File: config.mk
export PLATFORM = sky130hd
export DESIGN_NAME = tone_freq_meter
export DESIGN_NICKNAME = d
export VERILOG_FILES = /design/src/rtl/tone_freq_meter.sv
export SDC_FILE = /design/constraint.sdc
export NUM_CORES = 1
export LEC_CHECK = 0
export ABC_AREA = 1
export CORE_MARGIN = 2
export CORE_UTILIZATION = 30
export DETAILED_ROUTE_END_ITERATION = 10
export PLACE_DENSITY_LB_ADDON = 0.3
export SLEW_MARGIN = 20
export SYNTH_ARGS = -nofsm -noshare
export SYNTH_HDL_FRONTEND = slang
export SYNTH_SLANG_ARGS = --single-unit
File: constraint.sdc
create_clock -name clk_100M -period 4.4 [get_ports clk_100M]
set_input_delay 0.88 -clock clk_100M [delete_from_list [all_inputs] [get_ports clk_100M]]
set_output_delay 0.88 -clock clk_100M [all_outputs]
set_load 0.02 [all_outputs]
File: src/rtl/tone_freq_meter.sv
// Tone frequency meter: counts synchronized rising edges of tone_in between
// gate_tick pulses and publishes the count with overflow and tolerance flags.
module tone_freq_meter #(
  parameter int CNT_W       = 16,
  parameter int SYNC_STAGES = 2,
  parameter int TOL         = 2
) (
  input  logic             clk_100M,
  input  logic             rst_n,
  input  logic             enable,
  input  logic             gate_tick,
  input  logic             tone_in,
  input  logic [CNT_W-1:0] target,
  output logic [CNT_W-1:0] freq,
  output logic             valid,
  output logic             overflow,
  output logic             in_tol
);

  localparam int                SS      = (SYNC_STAGES < 2) ? 2 : SYNC_STAGES;
  localparam logic [CNT_W-1:0]  CNT_MAX = '1;
  localparam logic [CNT_W:0]    TOL_W   = (CNT_W+1)'(TOL);
  localparam logic [CNT_W:0]    ONE_W   = {{CNT_W{1'b0}}, 1'b1};

  typedef enum logic {
    IDLE  = 1'b0,
    COUNT = 1'b1
  } state_t;

  logic [SS-1:0]    sync_q, sync_d;
  logic             dly_q, dly_d;
  state_t           state_q, state_d;
  logic [CNT_W-1:0] count_q, count_d;
  logic             sticky_q, sticky_d;
  logic [CNT_W-1:0] freq_q, freq_d;
  logic             valid_q, valid_d;
  logic             overflow_q, overflow_d;
  logic             in_tol_q, in_tol_d;

  logic             edge_now;
  logic [CNT_W:0]   sum_ext;
  logic             sat_now;
  logic [CNT_W-1:0] sum_sat;
  logic             ovf_pub;
  logic [CNT_W:0]   diff;
  logic [CNT_W:0]   abs_diff;

  // Synchronizer shift chain: stage 0 captures the asynchronous tone.
  assign sync_d[0] = tone_in;
  generate
    for (genvar gi = 1; gi < SS; gi++) begin : g_sync
      assign sync_d[gi] = sync_q[gi-1];
    end
  endgenerate

  always_comb begin
    dly_d    = sync_q[SS-1];
    edge_now = sync_q[SS-1] & ~dly_q;
  end

  // One adder serves both in-window counting and the closing-edge publish.
  always_comb begin
    sum_ext  = {1'b0, count_q} + {{CNT_W{1'b0}}, edge_now};
    sat_now  = sum_ext[CNT_W];
    sum_sat  = sat_now ? CNT_MAX : sum_ext[CNT_W-1:0];
    ovf_pub  = sticky_q | sat_now;
    // Two's-complement difference in CNT_W+1 bits, then magnitude.
    diff     = {1'b0, sum_sat} - {1'b0, target};
    abs_diff = diff[CNT_W] ? (~diff + ONE_W) : diff;
  end

  always_comb begin
    state_d    = state_q;
    count_d    = count_q;
    sticky_d   = sticky_q;
    freq_d     = freq_q;
    valid_d    = 1'b0;
    overflow_d = overflow_q;
    in_tol_d   = in_tol_q;

    if (!enable) begin
      state_d  = IDLE;
      count_d  = '0;
      sticky_d = 1'b0;
    end else begin
      case (state_q)
        IDLE: begin
          count_d  = '0;
          sticky_d = 1'b0;
          if (gate_tick) begin
            state_d = COUNT;
          end
        end
        COUNT: begin
          if (gate_tick) begin
            freq_d     = sum_sat;
            overflow_d = ovf_pub;
            in_tol_d   = (abs_diff <= TOL_W) && !ovf_pub;
            valid_d    = 1'b1;
            count_d    = '0;
            sticky_d   = 1'b0;
          end else begin
            count_d  = sum_sat;
            sticky_d = sticky_q | sat_now;
          end
        end
        default: begin
          state_d  = IDLE;
          count_d  = '0;
          sticky_d = 1'b0;
        end
      endcase
    end
  end

  always_ff @(posedge clk_100M) begin
    if (!rst_n) begin
      sync_q     <= '0;
      dly_q      <= 1'b0;
      state_q    <= IDLE;
      count_q    <= '0;
      sticky_q   <= 1'b0;
      freq_q     <= '0;
      valid_q    <= 1'b0;
      overflow_q <= 1'b0;
      in_tol_q   <= 1'b0;
    end else begin
      sync_q     <= sync_d;
      dly_q      <= dly_d;
      state_q    <= state_d;
      count_q    <= count_d;
      sticky_q   <= sticky_d;
      freq_q     <= freq_d;
      valid_q    <= valid_d;
      overflow_q <= overflow_d;
      in_tol_q   <= in_tol_d;
    end
  end

  assign freq     = freq_q;
  assign valid    = valid_q;
  assign overflow = overflow_q;
  assign in_tol   = in_tol_q;

endmodule

* Word-level counts from Yosys, hierarchy flattened
Cells that the tools add are included.
W data, S select, Z words.
** Word-level totals
- Flip-flop bits (word level) :: 40
- Input bits :: 21
- Logic and storage cells :: 31
** Cells by class
- Add/sub/neg operators :: 3
- Order comparisons :: 1
- Mux-type cells :: 8
- Bitwise logic cells :: 5
- Reductions and logical operators :: 5
** Operators by type and width (count)
- $mux W16 :: 2
- $pmux W16 S2 :: 1
- $add A16 B1 Y17 :: 1
- $add A17 B1 Y17 const B :: 1
- $le A17 B2 Y1 const B :: 1
- $mux W17 :: 1
- $not A17 Y17 :: 1
- $sub A16 B16 Y17 :: 1
- $reduce_and A3 Y1 :: 2
- $mux W1 :: 3
- $not A1 Y1 :: 2
- $pmux W1 S2 :: 1
- $reduce_and A2 Y1 :: 1
- $and A1 B1 Y1 :: 1
- $logic_and A1 B1 Y1 :: 1
- $logic_not A1 Y1 :: 1
- $or A1 B1 Y1 :: 1

* Logic depth before layout (Yosys ltp)
Gate-level depths: netlist of the first run.
- Depth after elaboration :: 10
- Depth in mapped cells :: 32

* Worst setup path before layout of the first run
No wires, ideal clock.
- Path type :: reg-to-reg
- Start point :: register sync_q[1]
- End point :: register in_tol_q (netlist: in_tol)
- Setup time :: 0.066 ns
- Arrival time :: 3.652 ns
- Path slack :: 0.682 ns
- Cell stages (with the launch flop) :: 29
- Path through :: dfxtp_1 > inv_1 > nor2_1 > ha_1 > ha_1 > nand3_1 > nor3b_1 > nand3_1 > nor2_1 > buf_2 > nor2_1 > ha_1 > inv_1 > fa_1 > inv_1 > nand2_1 > nor2_2 > nand3_2 > nor2_2 > nand2_2 > nor2_4 > nand2_2 > nand2_2 > nand3b_1 > nand2_1 > inv_1 > nor2_1 > nand2_1 > a21oi_2
** On the way
- Cells in the longest elaborated chain, start to end :: 9
- Elaborated cells between the ends (all ways) :: 11
** Ends and longest elaborated chain
- start, declared :: line 30 : logic [SS-1:0] sync_q, sync_d;
- start signal, assigned :: line 128 : sync_q <= sync_d;
- $and A1 B1 Y1 * :: line 58 : edge_now = sync_q[SS-1] & ~dly_q;
- $add A16 B1 Y17 * :: line 63 : sum_ext = {1'b0, count_q} + {{CNT_W{1'b0}}, edge_now};
- $mux W16 :: line 65 : sum_sat = sat_now ? CNT_MAX : sum_ext[CNT_W-1:0];
- $sub A16 B16 Y17 :: line 68 : diff = {1'b0, sum_sat} - {1'b0, target};
- $not A17 Y17 :: line 69 : abs_diff = diff[CNT_W] ? (~diff + ONE_W) : diff;
- $add A17 B1 Y17 :: line 69
- $mux W17 :: line 69
- $le A17 B2 Y1 :: line 98 : in_tol_d = (abs_diff <= TOL_W) && !ovf_pub;
- $logic_and A1 B1 Y1 * :: line 98
- end signal, assigned :: line 136 : in_tol_q <= in_tol_d;
- end, declared :: line 38 : logic in_tol_q, in_tol_d;
Every way passes the cells marked *; elsewhere a longest branch is shown, timed or not.
A chain may end at the register's enable or synchronous reset.

* Worst setup path in the final report of the first run
- Start point :: register sync_q[1]
- End point :: register in_tol_q (netlist: in_tol)
** On the way
- Cells in the longest elaborated chain, start to end :: 9
- Elaborated cells between the ends (all ways) :: 11
** Ends and longest elaborated chain
- $and A1 B1 Y1 * :: line 58
- $add A16 B1 Y17 * :: line 63
- $mux W16 * :: line 65
- via sum_sat[15] :: line 43 : logic [CNT_W-1:0] sum_sat;
- $sub A16 B16 Y17 * :: line 68
- $not A17 Y17 :: line 69
- $add A17 B1 Y17 :: line 69
- $mux W17 * :: line 69
- $le A17 B2 Y1 * :: line 98
- $logic_and A1 B1 Y1 * :: line 98
The timed path passes the listed nets; every way through them passes the cells marked *.

==> results.py, run 1 <==
metrics = {
    "run_status": {
        "outcome": "completed",
    },
    "setup_path": {
        "critPathKind": "flop to flop",
        "worst_path_max_delay_cell": "dfxtp_1",
        "reg2reg_to": "in_tol",
        "cp_max_fo": 8,
        "reg2reg_slack_ns": 0.42,
        "cp.required_ns": 4.62,
        "start_kind": "flop",
        "reg2reg_depth": 30,
        "worst_ep_arrival_time_ns": 4.20,
        "r2r_start": "sync_q[1]",
        "max_stage_delay_ns": 0.32,
        "worstSetupEndpointType": "flop",
    },
    "finish": {
        "diodes": 0,
        "final_util_pct": 38.9,
        "fillers": 1172,
        "ff_latch_area_um2": 801,
        "nNetsFinal": 663,
        "area_delta_synth_final_pct": 27.8,
        "final_cell_area_um2": 4390,
        "final_cells": 767,
        "drive_gt1_share_pct": 15.1,
        "multi_input_area_um2": 2280,
    },
    "yosys": {
        "synthAdderAreaFrac_pct": 7.15,
        "synth_edf_count": 0,
        "synth_xor_area_share_pct": 4.08,
        "ys_seq_area_share_pct": 23.3,
        "async_reset_ff_share_pct": 0,
        "synth_seq_cells": 40,
        "synth-simple-area-share_pct": 43.7,
        "yosys-top-cells-count": "161 x nand2_1, 117 x inv_1, 62 x nor2_1, 47 x nand3_1, 40 x dfxtp_1",
        "synth_compound_area_share_pct": 7.29,
        "synth_mux_area_share_pct": 0,
        "synth_top_area_share_pct": 23.3,
        "yosysTopAreaCell": "dfxtp_1",
        "synthCells": 570,
        "synth_area_um2": 3430,
        "synth_top_family_by_area": "simple AND/OR/NAND/NOR gates",
        "yosysUniqueCellTypes": 35,
        "synthTopCellsByArea": "dfxtp_1 23%, nand2_1 18%, inv_1 13%",
        "yosysWarnings": 0,
        "ys_dominant_reg_cell": "dfxtp_1",
        "yosysMostFrequentCell": "nand2_1",
        "syn-num-nets": 610,
        "syn_avg_cell_area_um2": 6.02,
    },
    "placement": {
        "place_congestion": 0.921,
        "placed_cell_area_um2": 3990,
        "place_hpwl_mm": 6.80,
        "dp_slack_ns": -0.283,
        "dp_cells": 747,
        "io_buffers": 39,
    },
    "power_and_ir_drop": {
        "irDropWorstVdd_mv": 0.223,
        "power_mw": 0.891,
        "leakage_nw": 2.36,
        "power_density_nw_per_um2": 203,
    },
    "clock_network": {
        "cts-root-buf": "clkbuf_16",
        "clk_pin_slew_ns": 0.06,
        "cts_buffers": 5,
        "clock_latency_ns": 0.28,
        "cts_tree": "done",
        "cts.sinks": 40,
        "htreeDepth": 2,
        "cts_max_path_buffers": 2,
        "cts_hold_buf": 0,
    },
    "timing": {
        "fin_setup_tns_ns": 0,
        "fmax_mhz": 251,
        "setup_ws_ns": 0.419,
        "fin_crit_sh_pct": 90.5,
        "fin_crit_ns": 3.98,
        "finalHoldViolCount": 0,
        "whs_ns": 0.412,
        "setup_viol": 0,
        "fin_skew_ns": 0.00568,
        "finalMaxSlewViolations": 0,
        "tightest_slew_ns": 0.746,
        "relSlewSlack_pct": 50.1,
    },
    "drt": {
        "route.met3.wl_um": 226,
        "drc": 0,
        "wirelength_mm": 8.73,
        "top_layer": "met4",
        "vias": 3459,
        "drt_iter0_markers": 151,
        "wl_per_cell_um": 11.4,
        "wl_met1_mm": 4.18,
        "first_pass_iters": 4,
        "vias_per_cell": 4.51,
        "antenna_left": 0,
        "met2WireLength_mm": 4.26,
    },
    "floorplanning": {
        "rows": 39,
        "die_h_um": 111,
        "dieArea_um2": 12300,
        "die_width_um": 111,
        "io_pins": 40,
        "start_util_pct": 30.4,
        "core_um2": 11300,
    },
    "global_routing": {
        "grt_pass1_wl_mm": 14.7,
        "globalRoute.totalOverflow": 0,
        "grt_pass1_vias": 3357,
        "grtUsageTotal_pct": 14.0,
        "grt_antenna_before_repair": 0,
        "grt_max_degree": 32,
    },
    "worst_hold_path": {
        "worstHoldPathType": "flop to flop",
        "worstHoldStart": "sync_q[0]",
        "worstHoldEndpoint": "sync_q[1]",
        "min_path_cells": 2,
    },
    "run": {
        "cap_viol_max_count": 0,
    },
}
## critical path, delay by kind of cell (launching register included)
family	cells	cell delay, ns
buffers and inverters	4	0.33
AO/OA/AOI/OAI	2	0.27
flip-flops	1	0.32
adder cells (fa/ha/maj)	2	0.44
AND/OR/NAND/NOR	21	2.42
XOR/XNOR	1	0.16
## what timing repair did
action                     in CTS  in global routing
setup endpoints to repair       1                  1
setup buffers                   3                  9
pin swaps                       0                 11
gates resized for setup         1                 32
## placed cells by master, fill, tap and decap left out, types with 4 or more instances in the layout
master,count
a21oi_1,9
a21oi_2,4
buf_4,15
clkbuf_16,5
clkdlybuf4s50_1,39
dfxtp_1,40
ha_1,12
ha_4,4
inv_1,117
inv_2,4
nand2_1,157
nand2_2,19
nand3_1,44
nand3_2,9
nand4_1,9
nor2_1,55
nor2_2,9
nor2_4,5
o211ai_1,12
o21ai_0,8
xor2_1,13
## sequential cells by signal (all words and copies together) (netlist names)
name and flops:
count_q 16, dly_q 1, overflow 1, state_q 1
freq 16, valid 1, in_tol 1, sticky_q 1
sync_q 2
## worst max path at each step
stage / start / end / slack [ns] / cells after the start
2_1_floorplan: sync_q[1] / in_tol / 0.68 / 28
3_3_place_gp: sync_q[1] / in_tol / -0.1 / 28
3_5_place_dp: sync_q[1] / in_tol / -0.28 / 28
4_1_cts: sync_q[1] / in_tol / 0.01 / 30
5_1_grt: sync_q[1] / in_tol / -0.02 / 29
6_report: sync_q[1] / in_tol / 0.42 / 30
## routing by layer
metal	up-vias	track usage, %
met1	1555	17.8
met5	-	0
met3	5	1.48
met4	0	2.83
met2	45	25.7
li1	1854	-
## layout make-up
| cell class | count | area share [%] |
|---|---|---|
| multi-input cells | 400 | 52.1 |
| flip-flops and latches | 40 | 18.3 |
| repair buffers | 55 | 11.7 |
| inverters | 121 | 10.4 |
| well taps | 143 | 4.08 |
| clock buffers | 6 | 3.17 |
| clock inverters | 2 | 0.342 |
## power by group
| part | switching (mW) | leakage (nW) | internal (mW) | total (mW) |
|---|---|---|---|---|
| clock network | 0.147 | 0.0691 | 0.225 | 0.372 |
| registers | 0.00260 | 0.324 | 0.368 | 0.370 |
| logic | 0.0861 | 1.97 | 0.0624 | 0.148 |
## logic make-up (layout without fill, tap and decap cells)
group,Yosys count,after routing
xor+xnor,16,16
flops,40,40
simple gates,327,327
fa+ha+maj,19,19
buf+inv,130,184
compound gates,38,38
(Power assumes the default switching activity.)
==> run 2, diff against run 1 <==
--- a/config.mk
+++ b/config.mk
@@ -9,6 +9,7 @@
 export CORE_MARGIN = 2
 export CORE_UTILIZATION = 30
 export DETAILED_ROUTE_END_ITERATION = 10
+export GPL_ROUTABILITY_DRIVEN = 0
 export PLACE_DENSITY_LB_ADDON = 0.3
 export SLEW_MARGIN = 20
 export SYNTH_ARGS = -nofsm -noshare
==> results of run 2 <==
Same layout as run 1: the final DEF is identical, and so are final timing and power.
==> run 3, diff against run 2 <==
--- a/config.mk
+++ b/config.mk
@@ -6,11 +6,12 @@
 export NUM_CORES = 1
 export LEC_CHECK = 0
 export ABC_AREA = 1
-export CORE_MARGIN = 2
+export CORE_MARGIN = 3
 export CORE_UTILIZATION = 30
 export DETAILED_ROUTE_END_ITERATION = 10
 export GPL_ROUTABILITY_DRIVEN = 0
 export PLACE_DENSITY_LB_ADDON = 0.3
+export SKIP_CTS_REPAIR_TIMING = 1
 export SLEW_MARGIN = 20
 export SYNTH_ARGS = -nofsm -noshare
 export SYNTH_HDL_FRONTEND = slang
==> results.py, run 3 (synthesized netlist as in run 1, its figures left out) <==
metrics = {
    "timing": {
        "fin_crit_ns": 4.05,
        "setup_viol": 0,
        "finalMaxSlewViolations": 0,
        "fmax_mhz": 247,
        "finalHoldViolCount": 0,
        "setup_ws_ns": 0.355,
        "relSlewSlack_pct": 54.0,
        "tightest_slew_ns": 0.688,
        "fin_skew_ns": 0.00811,
        "fin_crit_sh_pct": 91.9,
    },
    "power_and_ir_drop": {
        "pwr-share-clk_pct": 47.3,
        "power_mw": 0.976,
        "p_sw_share_pct": 23.2,
        "irDropWorstVdd_mv": 0.205,
        "power.internal_mw": 0.750,
        "leakage_nw": 2.42,
        "power_switching_mw": 0.226,
        "power_density_nw_per_um2": 222,
        "pwr-share-comb_pct": 14.7,
        "sequentialPowerShare_pct": 37.9,
    },
    "drt": {
        "vias_per_cell": 4.50,
        "drt_iter0_markers": 99,
        "first_pass_iters": 4,
        "wirelength_mm": 8.47,
        "drc": 0,
        "wl_per_cell_um": 11.0,
        "antenna_left": 0,
        "vias": 3454,
    },
    "finish": {
        "nNetsFinal": 668,
        "ff_latch_area_um2": 801,
        "final_common_cell": "nand2_1",
        "drive_gt1_share_pct": 14.5,
        "multi_input_area_um2": 2240,
        "fillers": 1171,
        "area_delta_synth_final_pct": 28.1,
        "diodes": 0,
        "final_cell_area_um2": 4400,
        "layout_common_cells": "158 x nand2_1, 116 x inv_1, 57 x nor2_1, 44 x nand3_1, 40 x dfxtp_1",
    },
    "worst_hold_path": {
        "min_path_cells": 2,
        "worstHoldPathType": "flop to flop",
        "worstHoldEndpoint": "sync_q[1]",
        "worstHoldStart": "sync_q[0]",
    },
    "floorplanning": {
        "die_h_um": 113,
        "dieArea_um2": 12800,
        "rows": 38,
        "start_util_pct": 31.1,
        "core_um2": 11000,
        "io_pins": 40,
        "die_width_um": 113,
    },
    "run": {
        "cap_viol_max_count": 0,
    },
    "run_status": {
        "outcome": "completed",
    },
    "global_routing": {
        "grtUsageTotal_pct": 13.2,
        "grt_antenna_before_repair": 0,
        "grt_max_degree": 31,
        "globalRoute.totalOverflow": 0,
        "grt_pass1_wl_mm": 14.3,
        "grt_pass1_vias": 3397,
    },
    "placement": {
        "dp_slack_ns": -0.0794,
        "placed_cell_area_um2": 3990,
        "io_buffers": 39,
        "place_hpwl_mm": 6.74,
    },
    "setup_path": {
        "worstSetupEndpointType": "flop",
        "start_kind": "flop",
        "critPathKind": "flop to flop",
        "cp_max_fo": 8,
        "worst_ep_arrival_time_ns": 4.26,
        "reg2reg_to": "in_tol",
        "reg2reg_slack_ns": 0.35,
        "r2r_start": "sync_q[1]",
        "cp-startpoint": "sync_q[1]",
        "cp.required_ns": 4.62,
        "reg2reg_depth": 25,
    },
    "clock_network": {
        "clock_latency_ns": 0.28,
        "htreeDepth": 2,
        "cts_max_path_buffers": 2,
        "cts.sinks": 40,
        "clk_pin_slew_ns": 0.06,
        "cts_tree": "done",
        "cts-root-buf": "clkbuf_16",
        "cts_buffers": 5,
    },
}
## run 3: cell types whose count changed in the layout (fill, tap and decap cells not counted), sizes merged
| cell | change |
|---|---|
| buf | +4 |
| bufinv | +2 |
| clkinvlp | -2 |
| a21oi | +1 |
| clkbuf | -1 |
## run 3: stage by stage
stage          utilization (%)  std cells  TNS [ns]  hold WS [ns]
2_1_floorplan                -        570         0         0.390
3_3_place_gp              36.1        744   -0.0495         0.398
3_5_place_dp              36.1        744   -0.0794         0.400
4_1_cts                   37.8        751    -0.155         0.414
5_1_grt                   39.8        768   -0.0272         0.452
6_report                  39.8        768         0         0.414
## run 3: worst max path at each step
| stage | slack, ns | to | cells after the start |
|---|---|---|---|
| final | 0.35 | in_tol | 25 |
| after global routing | -0.03 | in_tol | 28 |
| after CTS | -0.16 | in_tol | 28 |
| after detailed placement | -0.08 | in_tol | 28 |
| after global placement | -0.05 | in_tol | 28 |
| after floorplan | 0.68 | in_tol | 28 |
## run 3: final cells by class
class                      count  area share [%]
sequential                    40            18.2
inverter                     121            10.3
clock inverter                 2            1.37
multi-input combinational    401            51.0
clock buffer                   5            2.85
timing repair buffer          59            12.3
tap                          140            3.99
## run 3: critical path, stage by stage, from the launching register on
cell	delay, ns
dfxtp_1	0.32
inv_1	0.04
nor2_1	0.08
ha_1	0.19
nand3_2	0.12
nor3_4	0.21
nand3_2	0.13
nor3_4	0.24
and3_4	0.22
xor2_1	0.07
or2_2	0.34
ha_4	0.33
nand2_1	0.07
inv_2	0.06
nand2_1	0.09
nor3_4	0.31
nand2_2	0.15
nand2_4	0.13
o21bai_1	0.14
xor2_1	0.17
nand3_1	0.09
nor2_1	0.11
nand2_1	0.07
nor2_1	0.09
nand2_1	0.07
a21oi_2	0.11
## run 3: routing by layer
layer  GRT usage, %  wire length [um]
met2           23.3              4030
met3           1.93               208
met5              0                 0
met4           2.80               112
met1           17.2              4120
## run 3: power groups by stage
stage | logic (mW) | registers, mW | clock network, mW
2_1_floorplan | 0.0908 | 0.383 | 0
3_3_place_gp | 0.140 | 0.378 | 0
3_5_place_dp | 0.142 | 0.378 | 0
4_1_cts | 0.143 | 0.370 | 0.473
5_1_grt | 0.163 | 0.371 | 0.486
6_report | 0.144 | 0.370 | 0.462
==> patch: new RTL, config.mk and constraints of run 2 <==
Set the parameter `CNT_W` to 32 (it was 16).
--- a/src/rtl/tone_freq_meter.sv
+++ b/src/rtl/tone_freq_meter.sv
@@ -1,7 +1,7 @@
 // Tone frequency meter: counts synchronized rising edges of tone_in between
 // gate_tick pulses and publishes the count with overflow and tolerance flags.
 module tone_freq_meter #(
-  parameter int CNT_W       = 16,
+  parameter int CNT_W       = 32,
   parameter int SYNC_STAGES = 2,
   parameter int TOL         = 2
 ) (
Interface: changed (resized freq and target); port bits go from 40 to 72. The function was not compared with the original's and may differ.
==> patch against run 2 <==
The flow now finishes with violations (setup timing). Sequential cell count increased by 32. Sequential power increased by 80%. Synthesized area up 110%. Cell area increased by 150%. Worst setup slack got worse by 0.87 ns. Combinational power grew 140%. Utilization increased by 6.9 points. Wire length grew to 2.6 times the old value. Total power is 91% higher. Sequential share of layout area fell by 4.9 points. Largest cell class unchanged. Highest routed layer unchanged.
==> patch: results (changes against run 2) <==
* Non-clk buf share at 23.6% (+12 points)
* LEAKAGE at 5.99 nW (+150%)
* Status: complete, but fails checks
* Final WS setup at -0.451 ns (-0.870 ns)
* Clock network area share at 2.47% (-1.0 points)
* Clock root buffer: clkbuf_16
* Setup TNS at -0.451 ns (-0.451 ns)
* Drt wl/cell at 11.8 um (+3.7%)
* Inverters at 271 (+120%)
* R2R setup slack at -0.45 ns (-0.87 ns)
* Multi-input combinational area share at 47.5% (-4.6 points)
* Worst skew pair latency at 0.33 ns (+0.05 ns)
* Post-DP HPWL at 18200 um (+170%)
* Fillers at 2487 (+110%)
* Number of port buffers at 71 (+82%)
* Sequential area share after synthesis at 19.9% (-3.4 points)
* Final Hold Vio Count at 0 (unchanged)
* Non-clock buffer count at 305 (+450%)
* Post-Layout Cell Count at 1918 (+150%)
* Power Internal at 1.23 mW (+88%)
* Leading post-synthesis cells by cell area: nand2_1 23%, dfxtp_1 20%, inv_1 13%
* Nets at 1667 (+150%)
* Yosys cell types at 43 (+23%)
* TritonRoute pass-1 iters at 5 (+1)
* Mean Syn Cell Area at 5.57 um^2 (-7.4%)
* Synth top cells by count: 439 x nand2_1, 252 x inv_1, 130 x nor2_1
* Postcts setup bufs at 7 (+4)
* Initial DRC Count at 373 (+150%)
* Seq area share at 13.3% (-4.9 points)
* Flops & latches, synth at 72 (+80%)
* Slew at the pin closest to its max-slew limit at 0.619 ns (-0.127 ns)
* Syn_nets at 1372 (+120%)
* R2R depth at 40 (+33%)
* Crit-path max FO at 7 (-1)
* GR Util All Layers at 17.4% (+3.4 points)
* CLK BUF at 13 (+7)
* Pwr Density at 157 nW/um^2 (-23%)
* Final setup fails at 1 (+1)
* Combinational group power at 0.358 mW (+140%)
* Vias in the first global route at 8000 (+140%)
* Num CTS Buffers at 9 (+4)
* Failing checks: setup timing
* Largest net degree at the start of global routing at 39 (+22%)
* Sequential share of power at 39.2% (-2.4 points)
* Average vias per placed instance at 4.43 (-1.7%)
* VDD IR max at 0.000183 V (-18%)
* CP arrival at 5.12 ns (+0.92 ns)
* Slowest-stage cell, CP: dfxtp_2
* Comb_multi_in at 936 (+130%)
* Global-route wire length before repair at 37100 um (+150%)
* Clk_skew at 0.00859 ns (+0.00291 ns)
patch: cell types whose count changed after synthesis, sizes merged, moves of 8 or more:
cell | run 2 | this run
nand3 | 54 | 97
nand3b | 3 | 17
nor3 | 6 | 18
o21bai | 3 | 12
nor2 | 69 | 149
nand2 | 179 | 472
dfxtp | 40 | 72
inv | 121 | 271
clkbuf | 6 | 14
o21ai | 9 | 45
a21oi | 14 | 36
ha | 18 | 34
patch: cell families (layout without fill, tap and decap cells):
group | after synthesis | count (layout) | synth area share (%)
buffers and inverters | 292 | 591 | 15.4
AND/OR/NAND/NOR | 779 | 779 | 48.2
adder cells (fa/ha/maj) | 35 | 35 | 6.15
XOR/XNOR | 12 | 12 | 1.45
AO/OA/AOI/OAI | 110 | 110 | 8.86
flip-flops | 72 | 72 | 19.9
patch: metal layers:
metal,wire length [um],vias up,track usage [%],share of wire (%)
met5,0,-,0,0
met3,703,17,1.88,3.1
li1,-,4574,-,-
met4,251,0,4.13,1.1
met1,11000,3774,23.4,49
met2,10600,134,30.0,47
